`src/rtl/ika9958_sync_strobe_gen.sv`:
```
// VDP H/V dot and line counter with registered set/reset strobes for the
// HSYNC, HBLANK and VSYNC latches; horizontal adjust and PAL select are boundary-latched.
module ika9958_sync_strobe_gen #(
    parameter int H_TOTAL  = 342,
    parameter int HS_START = 0,
    parameter int HS_END   = 25,
    parameter int HB_START = 284,
    parameter int HB_END   = 58,
    parameter int V_NTSC   = 262,
    parameter int V_PAL    = 313,
    parameter int VS_LINES = 3
) (
    input  logic       i_CLK,
    input  logic       i_RST_n,
    input  logic       i_CEN,
    input  logic [3:0] i_HADJ,
    input  logic       i_PAL,
    output logic [8:0] o_HCNT,
    output logic [8:0] o_VCNT,
    output logic       o_HSYNC_S,
    output logic       o_HSYNC_R,
    output logic       o_HBLANK_S,
    output logic       o_HBLANK_R,
    output logic       o_VSYNC_S,
    output logic       o_VSYNC_R,
    output logic       o_LINE_END,
    output logic       o_FRAME_END
);

    localparam logic [8:0]        H_LAST  = 9'(H_TOTAL - 1);
    localparam logic [8:0]        VN_LAST = 9'(V_NTSC - 1);
    localparam logic [8:0]        VP_LAST = 9'(V_PAL - 1);
    localparam logic signed [9:0] H_TOT   = 10'(H_TOTAL);

    logic [8:0] hcnt, vcnt, h_nxt, v_nxt, v_last;
    logic [8:0] hs_s_pos, hs_e_pos;
    logic [3:0] adj_q, adj_nxt;
    logic       pal_q, pal_nxt;
    logic       line_end, frame_end;
    logic [5:0] stb_q, stb_nxt;
    logic       hs_s, hs_r, hb_s, hb_r, vs_s, vs_r;

    // Nominal position minus signed adjust, folded back into one line.
    function automatic logic [8:0] hs_pos(input int base, input logic [3:0] adj);
        logic signed [9:0] d;
        d = 10'(base) - {{6{adj[3]}}, adj};
        if (d < 10'sd0)
            d = d + H_TOT;
        else if (d >= H_TOT)
            d = d - H_TOT;
        return d[8:0];
    endfunction

    always_comb begin
        v_last    = pal_q ? VP_LAST : VN_LAST;
        line_end  = (hcnt == H_LAST);
        frame_end = line_end && (vcnt == v_last);

        h_nxt   = line_end ? 9'd0 : hcnt + 9'd1;
        v_nxt   = vcnt;
        adj_nxt = adj_q;
        pal_nxt = pal_q;
        if (line_end) begin
            adj_nxt = i_HADJ;
            v_nxt   = frame_end ? 9'd0 : vcnt + 9'd1;
        end
        if (frame_end)
            pal_nxt = i_PAL;

        // Strobes decode the upcoming counter value so they land with it.
        hs_s_pos = hs_pos(HS_START, adj_nxt);
        hs_e_pos = hs_pos(HS_END, adj_nxt);
        hs_r     = (h_nxt == hs_e_pos);
        hs_s     = (h_nxt == hs_s_pos) && !hs_r;
        hb_r     = (h_nxt == 9'(HB_END));
        hb_s     = (h_nxt == 9'(HB_START)) && !hb_r;
        vs_r     = (h_nxt == hs_s_pos) && (v_nxt == 9'(VS_LINES));
        vs_s     = (h_nxt == hs_s_pos) && (v_nxt == 9'd0) && !vs_r;
        stb_nxt  = {hs_s, hs_r, hb_s, hb_r, vs_s, vs_r};
    end

    always_ff @(posedge i_CLK or negedge i_RST_n) begin
        if (!i_RST_n) begin
            hcnt  <= H_LAST;
            vcnt  <= VN_LAST;
            adj_q <= '0;
            pal_q <= 1'b0;
            stb_q <= '0;
        end else if (i_CEN) begin
            hcnt  <= h_nxt;
            vcnt  <= v_nxt;
            adj_q <= adj_nxt;
            pal_q <= pal_nxt;
            stb_q <= stb_nxt;
        end
    end

    assign o_HCNT      = hcnt;
    assign o_VCNT      = vcnt;
    assign o_HSYNC_S   = stb_q[5];
    assign o_HSYNC_R   = stb_q[4];
    assign o_HBLANK_S  = stb_q[3];
    assign o_HBLANK_R  = stb_q[2];
    assign o_VSYNC_S   = stb_q[1];
    assign o_VSYNC_R   = stb_q[0];
    assign o_LINE_END  = line_end;
    assign o_FRAME_END = frame_end;

endmodule

```
`config.mk`:
```
export PLATFORM = sky130hd
export DESIGN_NAME = ika9958_sync_strobe_gen
export DESIGN_NICKNAME = d
export VERILOG_FILES = /design/src/rtl/ika9958_sync_strobe_gen.sv
export SDC_FILE = /design/constraint.sdc
export NUM_CORES = 1
export LEC_CHECK = 0
export ABC_AREA = 1
export CAP_MARGIN = 20
export CORE_MARGIN = 2
export CORE_UTILIZATION = 35
export DETAILED_ROUTE_END_ITERATION = 6
export HOLD_SLACK_MARGIN = 0.02
export PLACE_DENSITY = 0.63
export SLEW_MARGIN = 0
export SYNTH_ARGS = -nofsm -noshare
export SYNTH_HDL_FRONTEND = slang
export SYNTH_SLANG_ARGS = --single-unit
```
`constraint.sdc`:
```
create_clock -name i_CLK -period 2.55 [get_ports i_CLK]
set_input_delay 0.765 -clock i_CLK [delete_from_list [all_inputs] [get_ports i_CLK]]
set_output_delay 0.765 -clock i_CLK [all_outputs]
set_load 0.1 [all_outputs]
```
=== After elaboration in Yosys (flattened, before gate mapping) ===
Index checks and enable logic that the tools add are counted.

* $add $sub $neg: 8
* Multipliers: 0
* Divide/modulo/power cells: 0
* $lt $le $gt $ge: 4
* Equal/unequal tests: 7
* Shift-type cells: 0
* Multiplexer cells: 9
* Bitwise logic cells: 0
* Reduce and logical (&&, ||, !) cells: 11

{| class="wikitable"
|+ Operator list
! kind !! number
|-
| 9-bit two-way mux || 7
|-
| 9-bit equality test || 3
|-
| 9-bit by 1-bit adder with 9-bit output, second input constant || 2
|-
| 9-bit equality test, second input constant || 2
|-
| 5-bit by 10-bit >= comparator with 1-bit output, second input constant || 1
|-
| 7-bit by 10-bit >= comparator with 1-bit output, second input constant || 1
|-
| 5-bit by 9-bit adder with 9-bit output, second input constant || 1
|-
| 7-bit by 9-bit adder with 9-bit output, second input constant || 1
|-
| 9-bit by 2-bit equality test with 1-bit output, second input constant || 1
|-
| 9-bit by 6-bit equality test with 1-bit output, second input constant || 1
|-
| 9-bit zero test || 1
|-
| 5-bit by 9-bit subtractor with 9-bit output, second input constant || 1
|-
| 7-bit by 9-bit subtractor with 9-bit output, second input constant || 1
|-
| 7-bit by 1-bit < comparator with 1-bit output, second input constant || 1
|-
| 6-bit by 4-bit subtractor with 7-bit output, first input constant || 1
|-
| 1-bit logical AND || 6
|-
| 6-bit two-way mux || 1
|-
| 5-bit by 1-bit < comparator with 1-bit output, second input constant || 1
|-
| 1-bit by 4-bit subtractor with 5-bit output, first input constant || 1
|-
| 4-bit two-way mux || 1
|-
| 1-bit zero test || 3
|-
| 2-bit AND reduction || 1
|}

* Flip-flop bits (word level): 29
* Latch bits: 0
* Memory bits (writable): 0
* Memory bits (read-only): 0
* Output and inout bits: 26
* Word-level logic and storage cells: 44
* Memories kept: 0

=== Depth between registers and ports, before layout ===
Gate-level depths: netlist (run 1).

* Depth in word-level cells: 10
* Mapped depth: 19

=== Least setup slack after synthesis (run 1) ===
No wires, ideal clock.

* Path type: reg2out
* Start point: register hcnt[0] (netlist: o_HCNT[0])
* End point: output port o_FRAME_END
* Arrival time: 2644 ps
* Setup slack: -859 ps
* Stages on the path, launching flop included: 8
* Path through: dfstp_2 -> ha_1 -> nand2_1 -> nor2_4 -> nand2_8 -> inv_4 -> nand4_4 -> inv_1

* Longest elaborated chain between the ends: 2

{| class="wikitable"
|+ Ends and longest elaborated chain
! element !! line !! RTL
|-
| start: declaration || 35 || <nowiki>logic [8:0] hcnt, vcnt, h_nxt, v_nxt, v_last;</nowiki>
|-
| start signal: assignment || 90 || <nowiki>hcnt <= h_nxt;</nowiki>
|-
| 9-bit equality test || 56 || <nowiki>line_end = (hcnt == H_LAST);</nowiki>
|-
| via o_LINE_END || 26 || <nowiki>output logic o_LINE_END,</nowiki>
|-
| 1-bit logical AND || 57 || <nowiki>frame_end = line_end && (vcnt == v_last);</nowiki>
|-
| end: declaration || 27 || <nowiki>output logic o_FRAME_END</nowiki>
|}

The timed path passes the listed nets, and every way through them passes these cells.

=== Final worst setup path (run 1) ===
* Start point: register hcnt[0] (netlist: o_HCNT[0])
* End point: register stb_q[0]

* Longest elaborated chain between the ends: 8
* Elaborated cells on any way between the ends: 17
* Those cells by class: 4 x add/sub; 2 x order compare; 3 x eq/ne; 6 x mux; 2 x reduce/logical

{| class="wikitable"
|+ Ends and longest elaborated chain
! element !! line !! RTL
|-
| 9-bit equality test || 56 ||
|-
| 4-bit two-way mux || 63 || <nowiki>if (line_end) begin</nowiki>
|-
| 1-bit by 4-bit subtractor with 5-bit output || 46 || <nowiki>d = 10'(base) - {{6{adj[3]}}, adj};</nowiki>
|-
| 5-bit by 9-bit subtractor with 9-bit output or 5-bit by 10-bit >= comparator with 1-bit output (tied branches) || 50, 49 ||
|-
| 9-bit two-way mux || 49 || <nowiki>else if (d >= H_TOT)</nowiki>
|-
| 9-bit two-way mux || 47 || <nowiki>if (d < 10'sd0)</nowiki>
|-
| 9-bit equality test || 77 || <nowiki>vs_r = (h_nxt == hs_s_pos) && (v_nxt == 9'(VS_LINES));</nowiki>
|-
| 1-bit logical AND (*) || 77 ||
|-
| end signal: assignment || 94 || <nowiki>stb_q <= stb_nxt;</nowiki>
|-
| end: declaration || 40 || <nowiki>logic [5:0] stb_q, stb_nxt;</nowiki>
|}

Every way passes the cells marked *; elsewhere a longest branch is shown, timed or not.
A chain may end at the register's enable or synchronous reset.

==> load_flow_metrics.sql, run 1 <==
INSERT INTO impl_metrics (metric_group, metric, value, unit) VALUES
('worst_setup_path', 'path_cells', 'ha_4 > nand2_4 > nor2_4 > buf_6 > buf_6 > nand3_2 > nand2_2 > nand2_2 > nand2_2 > nand2_2 > ha_4 > inv_2 > nand3_4 > nand2_2 > nand2_2 > nand3_2 > nor2_4 > nand3_2 > nand2_2', ''),
('logic_synthesis', 'syn_area', '0.00234', 'mm²'),
('worst_setup_path', 'timing_worst_setup_path_type', 'reg2reg', ''),
('global_route', 'met1_usage', '25.4', '%'),
('global_route', 'number_of_global_route_vias_before_repair', '2309', ''),
('logic_synthesis', 'post-synth-top-area-cell', 'sky130_fd_sc_hd__dfrtp_1', ''),
('place', 'dpl-instance-area', '0.00294', 'mm²'),
('drt', 'via_count_of_the_routed_design', '2499', ''),
('power_and_ir_drop', 'power.density_cell_area', '820', 'mW/mm²'),
('power_and_ir_drop', 'p_int', '1.26', 'mW'),
('power_and_ir_drop', 'net-switching-power', '1.38', 'mW'),
('worst_setup_path', 'timing.critical_path.arrival', '2870', 'ps'),
('die', 'die-area', '0.00735', 'mm²'),
('worst_setup_path', 'cp_common_cell', 'sky130_fd_sc_hd__nand2_2', ''),
('global_route', 'global_routing_usage_on_met3', '2.98', '%'),
('logic_synthesis', 'synth_fp_nets', '365', ''),
('job', 'maxCapViolCount', '0', ''),
('drt', 'drc', '1', ''),
('logic_synthesis', 'yosys-top-cells-area', 'sky130_fd_sc_hd__dfrtp_1 22%, sky130_fd_sc_hd__nand2_1 19%, sky130_fd_sc_hd__dfstp_2 9.0%', ''),
('layout', 'fin_nets', '428', ''),
('global_route', 'grt_first_pass_wirelength', '11200', 'µm'),
('logic_synthesis', 'synth_seq_area_share', '31.4', '%'),
('timing', 'setup_viol_count_final', '4', ''),
('run_status', 'violations_in_the_final_reports', 'DRC, setup timing', ''),
('logic_synthesis', 'post_synth_most_frequent_cells', '116 x sky130_fd_sc_hd__nand2_1, 44 x sky130_fd_sc_hd__inv_1, 40 x sky130_fd_sc_hd__nand3_1, 26 x sky130_fd_sc_hd__o21ai_0, 23 x sky130_fd_sc_hd__nor2_1', ''),
('clock_tree', 'tritoncts', 'yes', ''),
('worst_setup_path', 'critPathMaxFanout', '4', ''),
('layout', 'areaGrowthSynthToFinish', '37.8', '%'),
('worst_setup_path', 'sort_of_element_at_the_start_of_the_critical_path', 'flip-flop', ''),
('worst_setup_path', 'worst_path_max_delay_cell', 'sky130_fd_sc_hd__dfstp_4', ''),
('timing', 'postLayoutSetupSlackWorst', '-91.3', 'ps'),
('logic_synthesis', 'netlist.area_leader.share', '22.5', '%'),
('logic_synthesis', 'ys_types', '35', ''),
('drt', 'vias_per_cell', '5.07', ''),
('power_and_ir_drop', 'worst_ir_drop_vdd', '0.343', 'mV'),
('global_route', 'initial_antenna_violation_count', '0', ''),
('timing', 'fin_worst_skew', '10.2', 'ps'),
('timing', 'timing.max_slew.rel_slack', '70.0', '%'),
('power_and_ir_drop', 'power.clock.fraction', '16.5', '%'),
('timing', 'hold_viol', '0', ''),
('power_and_ir_drop', 'total_leakage_power', '1.59', 'nW'),
('clock_tree', 'cts.clk_slew.worst_paths', '70', 'ps'),
('place', 'gpl.final_weighted_congestion', '0.842', ''),
('die', 'std_cell_rows', '29', ''),
('logic_synthesis', 'synth-async-reset-ratio', '100', '%'),
('logic_synthesis', 'cell_with_the_most_instances_after_synthesis', 'sky130_fd_sc_hd__nand2_1', ''),
('worst_setup_path', 'critical_path.reg2reg.endpoint', 'stb_q[0]$_DFFE_PN0P_', ''),
('drt', 'drt-pass1-iter-count', '6', ''),
('die', 'die_h', '85.8', 'µm'),
('worst_hold_path', 'hold_path_class', 'reg2reg', ''),
('power_and_ir_drop', 'switching_share', '52.4', '%'),
('logic_synthesis', 'synth-seq-cells', '29', ''),
('layout', 'layout-drive-gt1-share', '30.3', '%'),
('clock_tree', 'cts_num_sinks', '29', ''),
('timing', 'rsz0062_at_grt', 'true', ''),
('clock_tree', 'clk_path_buf_depth', '2', ''),
('power_and_ir_drop', 'power.sequential.fraction', '25.0', '%'),
('die', 'fp.dieW', '85.8', 'µm'),
('worst_setup_path', 'critPathMaxStageDelay', '630', 'ps'),
('drt', 'antenna_left', '0', ''),
('worst_setup_path', 'critical-path-top-delay-family', 'simple AND/OR/NAND/NOR gates', ''),
('logic_synthesis', 'synth-main-ff-cell', 'sky130_fd_sc_hd__dfrtp_1', ''),
('global_route', 'grt_start_max_net_pins', '30', ''),
('die', 'core_region_area', '0.00642', 'mm²'),
('run_status', 'run_status', 'finished with violations', ''),
('worst_hold_path', 'hold_end', 'adj_q[3]$_DFFE_PN0P_', ''),
('place', 'placedCellCount', '474', ''),
('logic_synthesis', 'avgSynthCellArea', '6.65', 'µm²'),
('logic_synthesis', 'synth-warning-count', '0', ''),
('worst_setup_path', 'critical_path.n_buffers_inverters', '3', ''),
('global_route', 'grt_util_all_layers', '19.0', '%');
[through the flow]
step	power (mW)	setup WS (ps)	hold WS (ps)	TNS (ps)
CTS	2.58	-72.8	491	-290
global route	2.80	-228	516	-754
finish	2.64	-91.3	487	-319
floorplan	1.72	-253	453	-439
global placement	2.12	-32.6	466	-78.0
detailed placement	2.13	-84.6	473	-225
[flip-flops by register name, summed over array words and instances (netlist names)]
signal and cells:
adj_q 4, stb_q 6, pal_q 1, o_VCNT 9
o_HCNT 9
[metal layers]
layer	vias up	part of all wire, %
li1	1255	-
met1	1159	45
met2	71	49
met3	14	4.0
met4	0	1.9
met5	-	0
[timing repair]
action / CTS / global route
gates cloned: 0 / 0
endpoints found under the setup margin: 5 / 6
pin swaps: 5 / 15
gates resized for setup: 7 / 18
setup buffers: 5 / 6
[area by class of cell]
cell class | count | area, µm²
Fill cell | 658 | 3200
Multi-Input combinational cell | 267 | 1490
Sequential cell | 29 | 752
Timing Repair Buffer | 64 | 588
Inverter | 48 | 200
Clock inverter | 1 | 5.00
Clock buffer | 7 | 96.3
Tap cell | 77 | 96.3
[cell families after synthesis]
group | after synthesis | share of synthesized area [%]
buffers and inverters | 56 | 9.68
AOI/OAI and AO/OA | 34 | 8.29
and+or+nand+nor | 220 | 44.9
DFF | 29 | 31.4
xor gates and xnor gates | 8 | 2.99
adders and majority gates | 5 | 2.67
[worst min-delay path: cells and delay by family (launching register included)]
kind / cells / cell delay, ps
AO/OA/AOI/OAI: 1 / 60
AND/OR/NAND/NOR: 1 / 50
flip-flops: 1 / 350
[power groups by stage]
stage / Clock (mW) / Combinational (mW) / Sequential (mW)
final: 0.436 / 1.55 / 0.662
after detailed placement: 0 / 1.46 / 0.668
after CTS: 0.443 / 1.47 / 0.663
after global routing: 0.454 / 1.67 / 0.676
after floorplan: 0 / 0.543 / 1.17
after global placement: 0 / 1.45 / 0.666
[cell usage in the layout, fill, tap and decap left out, types with 10 or more instances in the layout]
master	synthesis	routed
sky130_fd_sc_hd__nand3_2	4	10
sky130_fd_sc_hd__nand3_1	40	33
sky130_fd_sc_hd__nand2_2	7	15
sky130_fd_sc_hd__dfrtp_1	21	17
sky130_fd_sc_hd__nand4_1	10	10
sky130_fd_sc_hd__o21ai_0	26	25
sky130_fd_sc_hd__inv_1	44	42
sky130_fd_sc_hd__nand2_1	116	107
sky130_fd_sc_hd__nor2_1	23	23
sky130_fd_sc_hd__buf_4	0	48
[how the worst max path moves through the flow]
stage | startpoint | to | slack, ps | cells after the start
5_1_grt | o_HCNT[0]$_DFFE_PN1P_ | stb_q[0]$_DFFE_PN0P_ | -230 | 19
4_1_cts | o_HCNT[0]$_DFFE_PN1P_ | stb_q[0]$_DFFE_PN0P_ | -70 | 18
3_5_place_dp | i_HADJ[0] | stb_q[0]$_DFFE_PN0P_ | -80 | 16
3_3_place_gp | i_HADJ[1] | stb_q[0]$_DFFE_PN0P_ | -30 | 15
6_report | o_HCNT[0]$_DFFE_PN1P_ | stb_q[0]$_DFFE_PN0P_ | -90 | 19
2_1_floorplan | o_HCNT[0]$_DFFE_PN1P_ | o_FRAME_END | -250 | 7
Note: power is estimated with default switching activity, not from simulation.
==> run 2: changes to the inputs <==
--- a/config.mk
+++ b/config.mk
@@ -10,6 +10,6 @@
 export CORE_MARGIN = 2
-export CORE_UTILIZATION = 35
+export CORE_UTILIZATION = 40
 export DETAILED_ROUTE_END_ITERATION = 6
 export HOLD_SLACK_MARGIN = 0.02
-export PLACE_DENSITY = 0.63
+export PLACE_DENSITY = 0.69
 export SLEW_MARGIN = 0
==> constraint.sdc (replaced) <==
create_clock -name i_CLK -period 2.55 [get_ports i_CLK]
set_input_delay 0.51 -clock i_CLK [delete_from_list [all_inputs] [get_ports i_CLK]]
set_output_delay 0.51 -clock i_CLK [all_outputs]
set_load 0.1 [all_outputs]
==> load_flow_metrics.sql, run 2 (synthesized netlist as in run 1, its figures left out) <==
INSERT INTO impl_metrics (metric_group, metric, value, unit) VALUES
('worst_setup_path', 'critPathMaxFanout', '9', ''),
('die', 'std_cell_rows', '27', ''),
('place', 'placed_wire_length_estimate_after_detailed_placement', '4810', 'µm'),
('die', 'core_region_area', '0.00557', 'mm²'),
('clock_tree', 'cts.clk_slew.worst_paths', '70', 'ps'),
('clock_tree', 'cts.root.buffer_cell', 'sky130_fd_sc_hd__clkbuf_8', ''),
('timing', 'finalMaxSlewViolations', '0', ''),
('global_route', 'grt_util_all_layers', '21.7', '%'),
('layout', 'non_filler_cells_final', '480', ''),
('die', 'die_h', '80.5', 'µm'),
('global_route', 'grt_first_pass_wirelength', '11000', 'µm'),
('worst_setup_path', 'worst_path_max_delay_cell', 'sky130_fd_sc_hd__dfstp_4', ''),
('timing', 'fin_worst_skew', '4.73', 'ps'),
('layout', 'layout_commonest_cell', 'sky130_fd_sc_hd__nand2_1', ''),
('layout', 'fin_nets', '420', ''),
('clock_tree', 'cts_made_buffers', '5', ''),
('power_and_ir_drop', 'power.clock.fraction', '17.6', '%'),
('power_and_ir_drop', 'p_int', '1.17', 'mW'),
('global_route', 'gr-total-overflow', '0', ''),
('drt', 'drtIter0Drc', '196', ''),
('power_and_ir_drop', 'total_leakage_power', '1.52', 'nW'),
('worst_setup_path', 'critPathCaptureType', 'output port', ''),
('die', 'design.portCount', '34', ''),
('global_route', 'number_of_global_route_vias_before_repair', '2264', ''),
('drt', 'drt-total-wl', '6550', 'µm'),
('timing', 'worst_pin_slew', '439', 'ps'),
('timing', 'tns', '0', 'ps'),
('die', 'die-area', '0.00648', 'mm²'),
('timing', 'max_freq', '405', 'MHz'),
('run_status', 'run_status', 'finished clean', ''),
('place', 'gpl.final_weighted_congestion', '0.987', ''),
('timing', 'setup_viol_count_final', '0', ''),
('power_and_ir_drop', 'power.density_cell_area', '814', 'mW/mm²'),
('timing', 'layout_worst_path_cycle_share', '96.9', '%'),
('worst_setup_path', 'sort_of_element_at_the_start_of_the_critical_path', 'flip-flop', ''),
('layout', 'seq_area', '752', 'µm²'),
('power_and_ir_drop', 'combinational_share_of_power', '54.8', '%'),
('layout', 'fillerInstances', '557', ''),
('clock_tree', 'clk_path_buf_depth', '2', ''),
('job', 'maxCapViolCount', '0', ''),
('global_route', 'initial_antenna_violation_count', '0', ''),
('drt', 'via_count_of_the_routed_design', '2479', ''),
('place', 'numPortBuffers', '33', ''),
('timing', 'timing.max_slew.rel_slack', '70.4', '%'),
('worst_hold_path', 'hold_path_class', 'reg2reg', ''),
('drt', 'avgRoutedWirePerCell', '13.7', 'µm'),
('worst_setup_path', 'critPathMaxStageDelay', '630', 'ps'),
('worst_setup_path', 'timing_worst_setup_path_type', 'reg2out', ''),
('worst_setup_path', 'timing.critical_path.arrival', '1960', 'ps'),
('layout', 'layout-drive-gt1-share', '27.9', '%'),
('place', 'placedCellCount', '460', ''),
('power_and_ir_drop', 'switching_share', '53.1', '%'),
('power_and_ir_drop', 'worst_ir_drop_vdd', '0.498', 'mV'),
('worst_setup_path', 'data_required_time_at_the_worst_endpoint', '2040', 'ps'),
('die', 'fp.dieW', '80.5', 'µm'),
('drt', 'antenna_left', '0', ''),
('worst_setup_path', 'path_cells', 'ha_4 > nand2_2 > nor2_4 > buf_4 > nand2_4 > inv_8 > nand4_4 > clkinvlp_4 > buf_12', ''),
('die', 'start_util', '42.0', '%'),
('drt', 'drc', '0', ''),
('clock_tree', 'cts_num_sinks', '29', ''),
('layout', 'areaGrowthSynthToFinish', '30.9', '%'),
('layout', 'layout_common_cells', '109 x sky130_fd_sc_hd__nand2_1, 43 x sky130_fd_sc_hd__buf_4, 41 x sky130_fd_sc_hd__inv_1', ''),
('global_route', 'grt_start_max_net_pins', '30', ''),
('timing', 'post-route-min-period', '2470', 'ps'),
('power_and_ir_drop', 'power.sequential.fraction', '27.6', '%'),
('clock_tree', 'tritoncts', 'yes', ''),
('layout', 'n_antenna_cell', '0', ''),
('drt', 'vias_per_cell', '5.16', ''),
('timing', 'hold_viol', '0', ''),
('clock_tree', 'cts_max_level', '2', ''),
('layout', 'multi_input_area', '0.00145', 'mm²'),
('drt', 'drt-pass1-iter-count', '5', ''),
('clock_tree', 'cts_hold_repair.buffers', '0', ''),
('power_and_ir_drop', 'net-switching-power', '1.32', 'mW'),
('clock_tree', 'worstSkewPairLatency', '280', 'ps'),
('timing', 'finalHoldWorstSlack', '489', 'ps');
[run 2: changes by cell type in the layout (fill, tap and decap cells not counted), moves of 2 or more]
cell                      previous run  this run
sky130_fd_sc_hd__nand3_2            10         7
sky130_fd_sc_hd__nand2_1           107       109
sky130_fd_sc_hd__buf_12              6         3
sky130_fd_sc_hd__nand3_1            33        37
sky130_fd_sc_hd__nor2_2              2         5
sky130_fd_sc_hd__buf_4              48        43
sky130_fd_sc_hd__nor2_4              3         1
[run 2: final timing paths]
check | start | endpoint | slack, ps | depth (start not counted)
setup / recovery | o_HCNT[0]$_DFFE_PN1P_ | o_FRAME_END | 80 | 9
hold / removal | stb_q[1]$_DFFE_PN0P_ | stb_q[1]$_DFFE_PN0P_ | 490 | 2
setup reg to reg | o_HCNT[0]$_DFFE_PN1P_ | stb_q[5]$_DFFE_PN0P_ | 110 | 19
hold reg to reg | stb_q[1]$_DFFE_PN0P_ | stb_q[1]$_DFFE_PN0P_ | 490 | 2
max in group asynchronous | i_RST_n | o_VCNT[0]$_DFFE_PN1P_ | 1610 | 2
min in group asynchronous | i_RST_n | o_VCNT[4]$_DFFE_PN0P_ | 620 | 2
[run 2: critical path, delay by kind of cell (launching register included)]
kind | cells | cell delay [ps]
adders and majority gates | 1 | 130
buffers and inverters | 4 | 560
DFF | 1 | 630
and+or+nand+nor | 4 | 350
[run 2: power by group through the flow]
stage / logic, mW / clock network [mW] / registers, mW
6_report: 1.36 / 0.439 / 0.687
5_1_grt: 1.48 / 0.467 / 0.705
4_1_cts: 1.33 / 0.445 / 0.682
3_5_place_dp: 1.33 / 0 / 0.688
3_3_place_gp: 1.32 / 0 / 0.686
2_1_floorplan: 0.540 / 0 / 1.17
[run 2: repair_timing]
item                                    in CTS  in global routing
endpoints found under the setup margin       1                  5
resized for setup                            0                 13
buffers inserted                             1                 10
cloned                                       0                  1
pin swaps                                    1                 12
hold endpoints to repair                     0                  0
[run 2: area by class of cell]
class / count / area share [%]
clock inverters: 1 / 0.163
inverters: 48 / 6.25
repair buffers: 55 / 15.5
well taps: 72 / 2.94
multi-input cells: 268 / 47.4
clock buffers: 7 / 3.15
flip-flops and latches: 29 / 24.6
[run 2: layer usage]
layer | global-route usage, % | vias to the layer above | part of all wire (%)
met4 | 5.59 | 0 | 1.7
met1 | 28.3 | 1152 | 43
met3 | 3.26 | 13 | 5.3
met2 | 37.4 | 75 | 50
met5 | 0 | - | 0
li1 | - | 1239 | -
[run 2: stage by stage]
| step | util, % | worst slack [ps] | area (µm²) | power (mW) |
|---|---|---|---|---|
| after global placement | 50.5 | 136 | 2820 | 2.01 |
| after floorplan | - | -44.6 | 2400 | 1.71 |
| after detailed placement | 50.5 | 83.5 | 2820 | 2.02 |
| final | 54.9 | 80.2 | 3060 | 2.49 |
| after CTS | 52.5 | 41.1 | 2930 | 2.46 |
| after global routing | 54.9 | -57.3 | 3060 | 2.65 |
